**src/rtl/tlu_rx.sv**
```systemverilog
// tlu_rx: DUT-side receiver for the TLU trigger / busy / clock handshake.
// Filters a trigger, clocks the trigger ID in LSB-first and hands it off.
module tlu_rx #(
  parameter bit          INV_IO       = 1'b0,
  parameter int unsigned CLK_HALF     = 8,
  parameter int unsigned MIN_TRIG_LEN = 2,
  parameter int unsigned HS_TIMEOUT   = 1024,
  parameter int unsigned HOLDOFF      = 4
) (
  input  logic        SYS_CLK,
  input  logic        SYS_RST_N,
  input  logic        ENABLE,
  input  logic [4:0]  N_BITS_TRIGGER_ID,
  input  logic        TLU_TRIGGER,
  output logic        TLU_BUSY,
  output logic        TLU_CLOCK,
  output logic [30:0] TRIG_ID,
  output logic        TRIG_ID_VALID,
  input  logic        TRIG_ID_READY,
  output logic        TRIG_ACCEPTED,
  output logic        HS_ERROR,
  output logic [31:0] TRIG_CNT
);
  typedef enum logic [2:0] {
    IDLE, HANDSHAKE, CLK_HIGH, CLK_LOW, OUTPUT, RELEASE
  } state_t;

  localparam logic [7:0]  HALF_LAST = 8'(CLK_HALF - 1);
  localparam logic [3:0]  FLT_LEN   = 4'(MIN_TRIG_LEN);
  localparam logic [31:0] TO_LAST   = 32'(HS_TIMEOUT - 1);
  localparam logic [31:0] HOLD_LD   = 32'(HOLDOFF);

  state_t      state;
  logic        sync1;
  logic        trig_s;
  logic        busy;
  logic        tclk;
  logic [3:0]  flt;
  logic [7:0]  cnt;
  logic [31:0] tmo;
  logic [31:0] hold;
  logic [4:0]  n;
  logic [4:0]  k;
  logic [30:0] sh;
  logic [30:0] sh_upd;
  logic        hit;

  assign hit = trig_s && ENABLE &&
               (({1'b0, flt} + 5'd1) >= {1'b0, FLT_LEN});

  always_comb begin
    sh_upd    = sh;
    sh_upd[k] = trig_s;
  end

  assign TLU_BUSY  = busy ^ INV_IO;
  assign TLU_CLOCK = tclk ^ INV_IO;

  always_ff @(posedge SYS_CLK) begin
    if (!SYS_RST_N) begin
      state         <= IDLE;
      sync1         <= 1'b0;
      trig_s        <= 1'b0;
      busy          <= 1'b0;
      tclk          <= 1'b0;
      flt           <= '0;
      cnt           <= '0;
      tmo           <= '0;
      hold          <= '0;
      n             <= '0;
      k             <= '0;
      sh            <= '0;
      TRIG_ID       <= '0;
      TRIG_ID_VALID <= 1'b0;
      TRIG_ACCEPTED <= 1'b0;
      HS_ERROR      <= 1'b0;
      TRIG_CNT      <= '0;
    end else begin
      sync1         <= TLU_TRIGGER ^ INV_IO;
      trig_s        <= sync1;
      TRIG_ACCEPTED <= 1'b0;
      HS_ERROR      <= 1'b0;
      unique case (state)
        IDLE: begin
          if (hold != 32'd0) hold <= hold - 32'd1;
          if (!(trig_s && ENABLE)) flt <= '0;
          else if (flt < FLT_LEN) flt <= flt + 4'd1;
          if (hit && hold == 32'd0) begin
            n             <= N_BITS_TRIGGER_ID;
            sh            <= '0;
            TRIG_ACCEPTED <= 1'b1;
            TRIG_CNT      <= TRIG_CNT + 32'd1;
            busy          <= 1'b1;
            flt           <= '0;
            cnt           <= '0;
            tmo           <= '0;
            state         <= HANDSHAKE;
          end
        end
        HANDSHAKE: begin
          tmo <= tmo + 32'd1;
          cnt <= trig_s ? 8'd0 : cnt + 8'd1;
          if (!trig_s && cnt == HALF_LAST) begin
            cnt <= '0;
            k   <= '0;
            if (n == 5'd0) begin
              TRIG_ID       <= '0;
              TRIG_ID_VALID <= 1'b1;
              state         <= OUTPUT;
            end else begin
              tclk  <= 1'b1;
              state <= CLK_HIGH;
            end
          end else if (tmo == TO_LAST) begin
            HS_ERROR <= 1'b1;
            busy     <= 1'b0;
            state    <= RELEASE;
          end
        end
        CLK_HIGH: begin
          cnt <= cnt + 8'd1;
          if (cnt == HALF_LAST) begin
            cnt   <= '0;
            tclk  <= 1'b0;
            state <= CLK_LOW;
          end
        end
        CLK_LOW: begin
          cnt <= cnt + 8'd1;
          if (cnt == HALF_LAST) begin
            cnt <= '0;
            sh  <= sh_upd;
            if (k == n - 5'd1) begin
              TRIG_ID       <= sh_upd;
              TRIG_ID_VALID <= 1'b1;
              state         <= OUTPUT;
            end else begin
              k     <= k + 5'd1;
              tclk  <= 1'b1;
              state <= CLK_HIGH;
            end
          end
        end
        OUTPUT: begin
          if (TRIG_ID_READY) begin
            TRIG_ID_VALID <= 1'b0;
            busy          <= 1'b0;
            state         <= RELEASE;
          end
        end
        RELEASE: begin
          hold  <= HOLD_LD;
          state <= IDLE;
        end
        default: state <= IDLE;
      endcase
    end
  end
endmodule

```
**config.mk**
```make
export PLATFORM = sky130hd
export DESIGN_NAME = tlu_rx
export DESIGN_NICKNAME = d
export VERILOG_FILES = /design/src/rtl/tlu_rx.sv
export SDC_FILE = /design/constraint.sdc
export NUM_CORES = 1
export LEC_CHECK = 0
export ABC_AREA = 1
export BUFFER_PORTS_ARGS = -buffer_cell sky130_fd_sc_hd__buf_2
export CORE_MARGIN = 2
export CORE_UTILIZATION = 61
export CTS_CLUSTER_DIAMETER = 150
export DETAILED_ROUTE_END_ITERATION = 8
export PLACE_DENSITY = 0.92
export SYNTH_ARGS = -nofsm -noshare
export SYNTH_HDL_FRONTEND = slang
export SYNTH_SLANG_ARGS = --single-unit
```
**constraint.sdc**
```tcl
create_clock -name SYS_CLK -period 2.3 [get_ports SYS_CLK]
set_input_delay 0.46 -clock SYS_CLK [delete_from_list [all_inputs] [get_ports SYS_CLK]]
set_output_delay 0.46 -clock SYS_CLK [all_outputs]
set_load 0.01 [all_outputs]
```
==> After elaboration in Yosys (flattened, before gate mapping) <==
Cells that the tools add are included.
{ "word_totals": {"rom_bits": 0, "n_memories": 0, "ff_bits": 190, "latch_bits": 0, "out_inout_bits": 68, "inputBits": 10, "ram_bits": 0, "word_cells": 140} }
{ "op_classes": {"multipliers": 0, "bitwise": 2, "n_reduce_logical": 33, "addsub": 8, "n_mux": 54, "shifts": 0, "eq_ne": 22, "n_lt_le_gt_ge": 4, "div_mod_pow": 0} }
{ "op_table": {"columns": ["cell", "n"], "rows": [
  ["31-bit two-way mux", 6],
  ["32-bit case mux with 2 select lines", 2],
  ["31-bit case mux with 2 select lines", 2],
  ["32-bit by 1-bit adder with 32-bit output, second input constant", 2],
  ["32-bit two-way mux", 2],
  ["32-bit by 10-bit == test with 1-bit output, second input constant", 1],
  ["32-bit logical NOT", 1],
  ["8-bit two-way mux", 4],
  ["32-bit nonzero test", 1],
  ["32-bit by 1-bit subtractor with 32-bit output, second input constant", 1],
  ["31-bit bitwise mux", 1],
  ["3-bit two-way mux", 8],
  ["2-bit inequality test, second input constant", 12],
  ["8-bit case mux with 3 select lines", 1],
  ["1-bit two-way mux", 16],
  ["5-bit two-way mux", 3],
  ["3-bit case mux with 5 select lines", 1],
  ["5-bit AND reduction", 3],
  ["4-bit two-way mux", 3],
  ["2-bit AND reduction", 6],
  ["6-bit AND reduction", 2],
  ["3-bit nonzero test", 4],
  ["5-bit case mux with 2 select lines", 1],
  ["1-bit case mux with 3 select lines", 3],
  ["27 further kinds", 37]
]} }

==> Depth between registers and ports, before layout <==
{ "depth": {"ltp_word": 8, "mapped_depth": 15, "mapped_depth_nobuf": 14} }

==> Least setup slack after synthesis <==
Ideal clock, no wire load.
{ "synth_timing": {"kind": "reg-to-reg", "from": "reg flt[1]", "to": "reg cnt[6]", "period_less_slack_ns": 1.892, "required_time_ns": 2.172, "setup_slack_ns": 0.408, "arrival_time_ns": 1.765, "n_path_buf": 0, "setup_ns": 0.128, "path_stages_with_launch": 13, "path_cell_list": "dfxtp_1 inv_1 ha_1 inv_1 nor2_1 nand2_1 nor2_1 a21oi_1 nand2_1 nand2_1 nand2_1 a21oi_1 nor2_1"} }
{ "synth_via": {"elab_chain_len": 6} }
{ "synth_rtl": {"columns": ["item", "line_no", "text"], "rows": [
  ["start: declaration", "38", "logic [3:0] flt;"],
  ["start signal: assignment", "87", "else if (flt < FLT_LEN) flt <= flt + 4'd1;"],
  ["4-bit by 1-bit adder with 5-bit output", "49", "(({1'b0, flt} + 5'd1) >= {1'b0, FLT_LEN});"],
  ["5-bit by 2-bit greater-or-equal comparator with 1-bit output", "49", null],
  ["1-bit logical AND", "48", "assign hit = trig_s && ENABLE &&"],
  ["1-bit logical AND", "88", "if (hit && hold == 32'd0) begin"],
  ["2-bit inequality test (no source line)", null, null],
  ["2-bit AND reduction (no source line)", null, null],
  ["end signal: assignment", "102", "cnt <= trig_s ? 8'd0 : cnt + 8'd1;"],
  ["end signal: assignment", "121", "cnt <= cnt + 8'd1;"],
  ["end signal: assignment", "129", "cnt <= cnt + 8'd1;"],
  ["end: declaration", "39", "logic [7:0] cnt;"]
]} }
No other way between the ends.
A chain may end at the register's enable or synchronous reset.

==> Worst setup path in the final report <==
{ "layout_timing": {"from": "reg cnt[0]", "to": "reg TRIG_ID[11]"} }
{ "layout_via": {"elab_chain_len": 4, "elab_cells_between_ends": 5, "cone_classes": "3 x eq/ne; 2 x reduce/logical"} }
{ "layout_rtl": {"columns": ["item", "line_no", "text"], "rows": [
  ["8-bit by 3-bit == test with 1-bit output *", "103, 130", null],
  ["1-bit logical AND", "103", "if (!trig_s && cnt == HALF_LAST) begin"],
  ["2-bit inequality test (no source line)", null, null],
  ["5-bit AND reduction (no source line) *", null, null],
  ["end signal: assignment", "134", "TRIG_ID <= sh_upd;"],
  ["end: declaration", "17", "output logic [30:0] TRIG_ID,"]
]} }
Every way passes the cells marked *; elsewhere a longest branch is shown, timed or not.

==> flow_summary.json <==
{
  "timing.rr.end": "TRIG_ID[11]",
  "ys_top_cells_by_area": "dfxtp_1, nand2_1, nor2_1",
  "h-tree-depth": 4,
  "syn_nets": 1749,
  "place_congestion": 0.914,
  "multi_input_area_um2": 6130,
  "cts_buffers": 17,
  "antenna_found_initial": 0,
  "seq_area_um2": 3800,
  "reg2reg_from": "cnt[0]",
  "synth_xor_area_share_pct": 2.84,
  "cp_max_fo": 14,
  "synth_largest_area_cell": "dfxtp_1",
  "grt_max_degree": 53,
  "core_area_um2": 17300,
  "p_leak_nw": 5.22,
  "n_antenna_cell": 0,
  "final_core_util_pct": 69.7,
  "synthAdderAreaFrac_pct": 1.39,
  "tns_ns": 0,
  "min_to": "sync1",
  "yosysWarnings": 0,
  "clk_pin_slew_ns": 0.08,
  "synth-edff-count": 0,
  "cp-start-kind": "flip-flop",
  "cts_setup_buffers": 0,
  "start_util_pct": 62.4,
  "combinationalPowerShare_pct": 42.5,
  "place_inst": 1998,
  "worstHoldStart": "TLU_TRIGGER",
  "die_area_um2": 18800,
  "ctsHoldBuffers": 0,
  "synthMuxAreaShare_pct": 0,
  "yosys-top-cells-count": "nand2_1, nor2_1, dfxtp_1",
  "drc_errors": 0,
  "clock-sinks": 190,
  "p_per_area_nw_per_um2": 1030,
  "ys_ff_latch": 190,
  "r2r.worst_path.cells": 11,
  "grt_pass1_vias": 9941,
  "grt_overflow": 0,
  "rsz0062_at_grt": "true",
  "clockBufferDepth": 2,
  "worstPathRequired_ns": 2.65,
  "holdPathStages": 3,
  "ant_nets": 0,
  "r2r_slack_ns": 0.13,
  "cts_root_buffer": "clkbuf_16",
  "ys_async_sr_fraction_pct": 0,
  "swShare_pct": 43.3,
  "die_y_um": 137,
  "ys_types": 44,
  "yosysTopAreaCellShare_pct": 35.3,
  "insertion_delay_ns": 0.45,
  "pwr-share-clk_pct": 23.5,
  "n_fill_cell": 1468,
  "finalClockSkew_ns": 0.0171,
  "portBuffers": 77,
  "grt_pass1_wl_mm": 45.6,
  "final_nets": 1814,
  "p_seq_share_pct": 34.0,
  "fin_crit_ns": 2.17,
  "syn_inst": 1727,
  "dr_total_vias": 11400,
  "p_int_mw": 7.07,
  "ir_drop_mv": 0.651,
  "drv_cap": 0,
  "vias_per_cell": 5.63,
  "io_pins": 78,
  "synth_most_common_cell": "nand2_1",
  "net-switching-power_mw": 5.39,
  "final-instance-count-excl-fill": 2030,
  "worst_pin_slew_ns": 0.584,
  "hold_class": "input pin to flip-flop",
  "synth_area_um2": 10800,
  "wl_mm": 27.7,
  "synth_top_family_by_area": "simple AND/OR/NAND/NOR gates",
  "synth_flop_cell": "dfxtp_1",
  "firstDrtPassIters": 7,
  "total_power_mw": 12.5,
  "worstSetupPathType": "flip-flop to flip-flop",
  "grtUsageTotal_pct": 29.7,
  "worstSetupEndpointType": "flip-flop",
  "cts_tree": "yes",
  "finalHoldViolCount": 0,
  "synth-compound-area-share_pct": 12.4,
  "fin_crit_sh_pct": 94.2,
  "seq_area_frac_synth_pct": 35.3,
  "die_w_um": 137,
  "wire_per_inst_um": 13.6,
  "drtIter0Drc": 1360,
  "area.growth.synth_to_final_pct": 11.7,
  "synth_area_per_cell_um2": 6.25,
  "dp_hpwl_mm": 19.3,
  "finalMaxSlewViolations": 0,
  "cp.arrival_ns": 2.51,
  "hold_slack_ns": 0.197,
  "fmax_mhz": 462,
  "startpoint": "cnt[0]",
  "drive_gt1_share_pct": 9.92,
  "core.rowCount": 48,
  "ctsResizeCount": 0,
  "setup_viol": 0,
  "yosys.area_share.simple_pct": 40.0,
  "status": "complete, no violations",
  "maxSlewHeadroom_pct": 61.0
}
## registers in the layout, summed over array words and instances, names as in the netlist, 3 cells and up
signal / flops
TRIG_ID: 31
tmo: 32
n: 5
hold: 32
state: 3
TRIG_CNT: 32
flt: 4
k: 5
cnt: 8
sh: 31
## stage by stage
step	setup WS [ns]	instance area, um^2
2_1_floorplan	0.408	10800
3_3_place_gp	0.192	11400
3_5_place_dp	0.130	11400
4_1_cts	0.0958	12000
5_1_grt	-0.0333	12000
6_report	0.134	12000
## worst max path at each step
stage             endpoint  slack [ns]  cells after the start
6_report       TRIG_ID[11]        0.13                     11
5_1_grt         TRIG_ID[8]       -0.03                     11
4_1_cts             sh[15]         0.1                     12
3_5_place_dp        sh[15]        0.13                     12
3_3_place_gp        sh[25]        0.19                     12
2_1_floorplan       cnt[6]        0.41                     12
## final cells by class
| class | instances | share of cell area (%) |
|---|---|---|
| clock inverter | 14 | 1.20 |
| inverter | 162 | 5.09 |
| sequential | 190 | 31.6 |
| timing repair buffer | 106 | 5.32 |
| clock buffer | 18 | 3.64 |
| multi-input combinational | 1315 | 50.8 |
| tap | 225 | 2.34 |
## metal layers
metal	vias up	GRT usage, %	wire, um
met5	-	0	0
met4	0	9.79	553
met3	65	4.63	2310
met2	521	48.1	12800
met1	5167	40.5	12000
li1	5669	-	-
## critical path: stages (launching register included)
cell	delay (ns)
dfxtp_1	0.38
ha_1	0.23
nand3_1	0.14
nor2_4	0.21
nand2_1	0.11
nand2_2	0.13
nand2_2	0.11
nor2_4	0.27
buf_4	0.25
nand3b_1	0.10
nand2_1	0.07
nor2_1	0.05
## power by group through the flow
stage	registers [mW]	logic, mW	clock network, mW
5_1_grt	4.30	5.96	3.08
6_report	4.24	5.29	2.93
4_1_cts	4.22	5.20	2.95
2_1_floorplan	4.29	3.82	0
3_5_place_dp	4.28	5.14	0
3_3_place_gp	4.27	5.00	0
## cell usage in the layout, fill, tap and decap left out, types with 3 or more instances in the layout
| master | instances |
|---|---|
| a211oi_1 | 4 |
| a21oi_1 | 149 |
| a31oi_1 | 5 |
| buf_12 | 3 |
| buf_2 | 77 |
| buf_4 | 26 |
| clkbuf_16 | 17 |
| clkinv_8 | 3 |
| dfxtp_1 | 190 |
| ha_1 | 12 |
| inv_1 | 155 |
| inv_2 | 5 |
| inv_6 | 7 |
| nand2_1 | 479 |
| nand2_2 | 7 |
| nand3_1 | 106 |
| nand3b_1 | 19 |
| nand4_1 | 28 |
| nor2_1 | 296 |
| nor2_2 | 6 |
| nor2_4 | 7 |
| nor3_1 | 41 |
| nor3b_1 | 10 |
| nor4_1 | 3 |
| o21ai_0 | 79 |
| or2_2 | 5 |
| xnor2_1 | 7 |
| xor2_1 | 28 |
## kinds of logic (layout without fill, tap and decap cells)
group | Yosys count | count (layout)
compound gates | 254 | 254
xor+xnor | 35 | 35
fa+ha+maj | 12 | 12
buf+inv | 222 | 300
flops | 190 | 190
simple gates | 1014 | 1014
No activity file was read; power rests on OpenSTA's default activity.
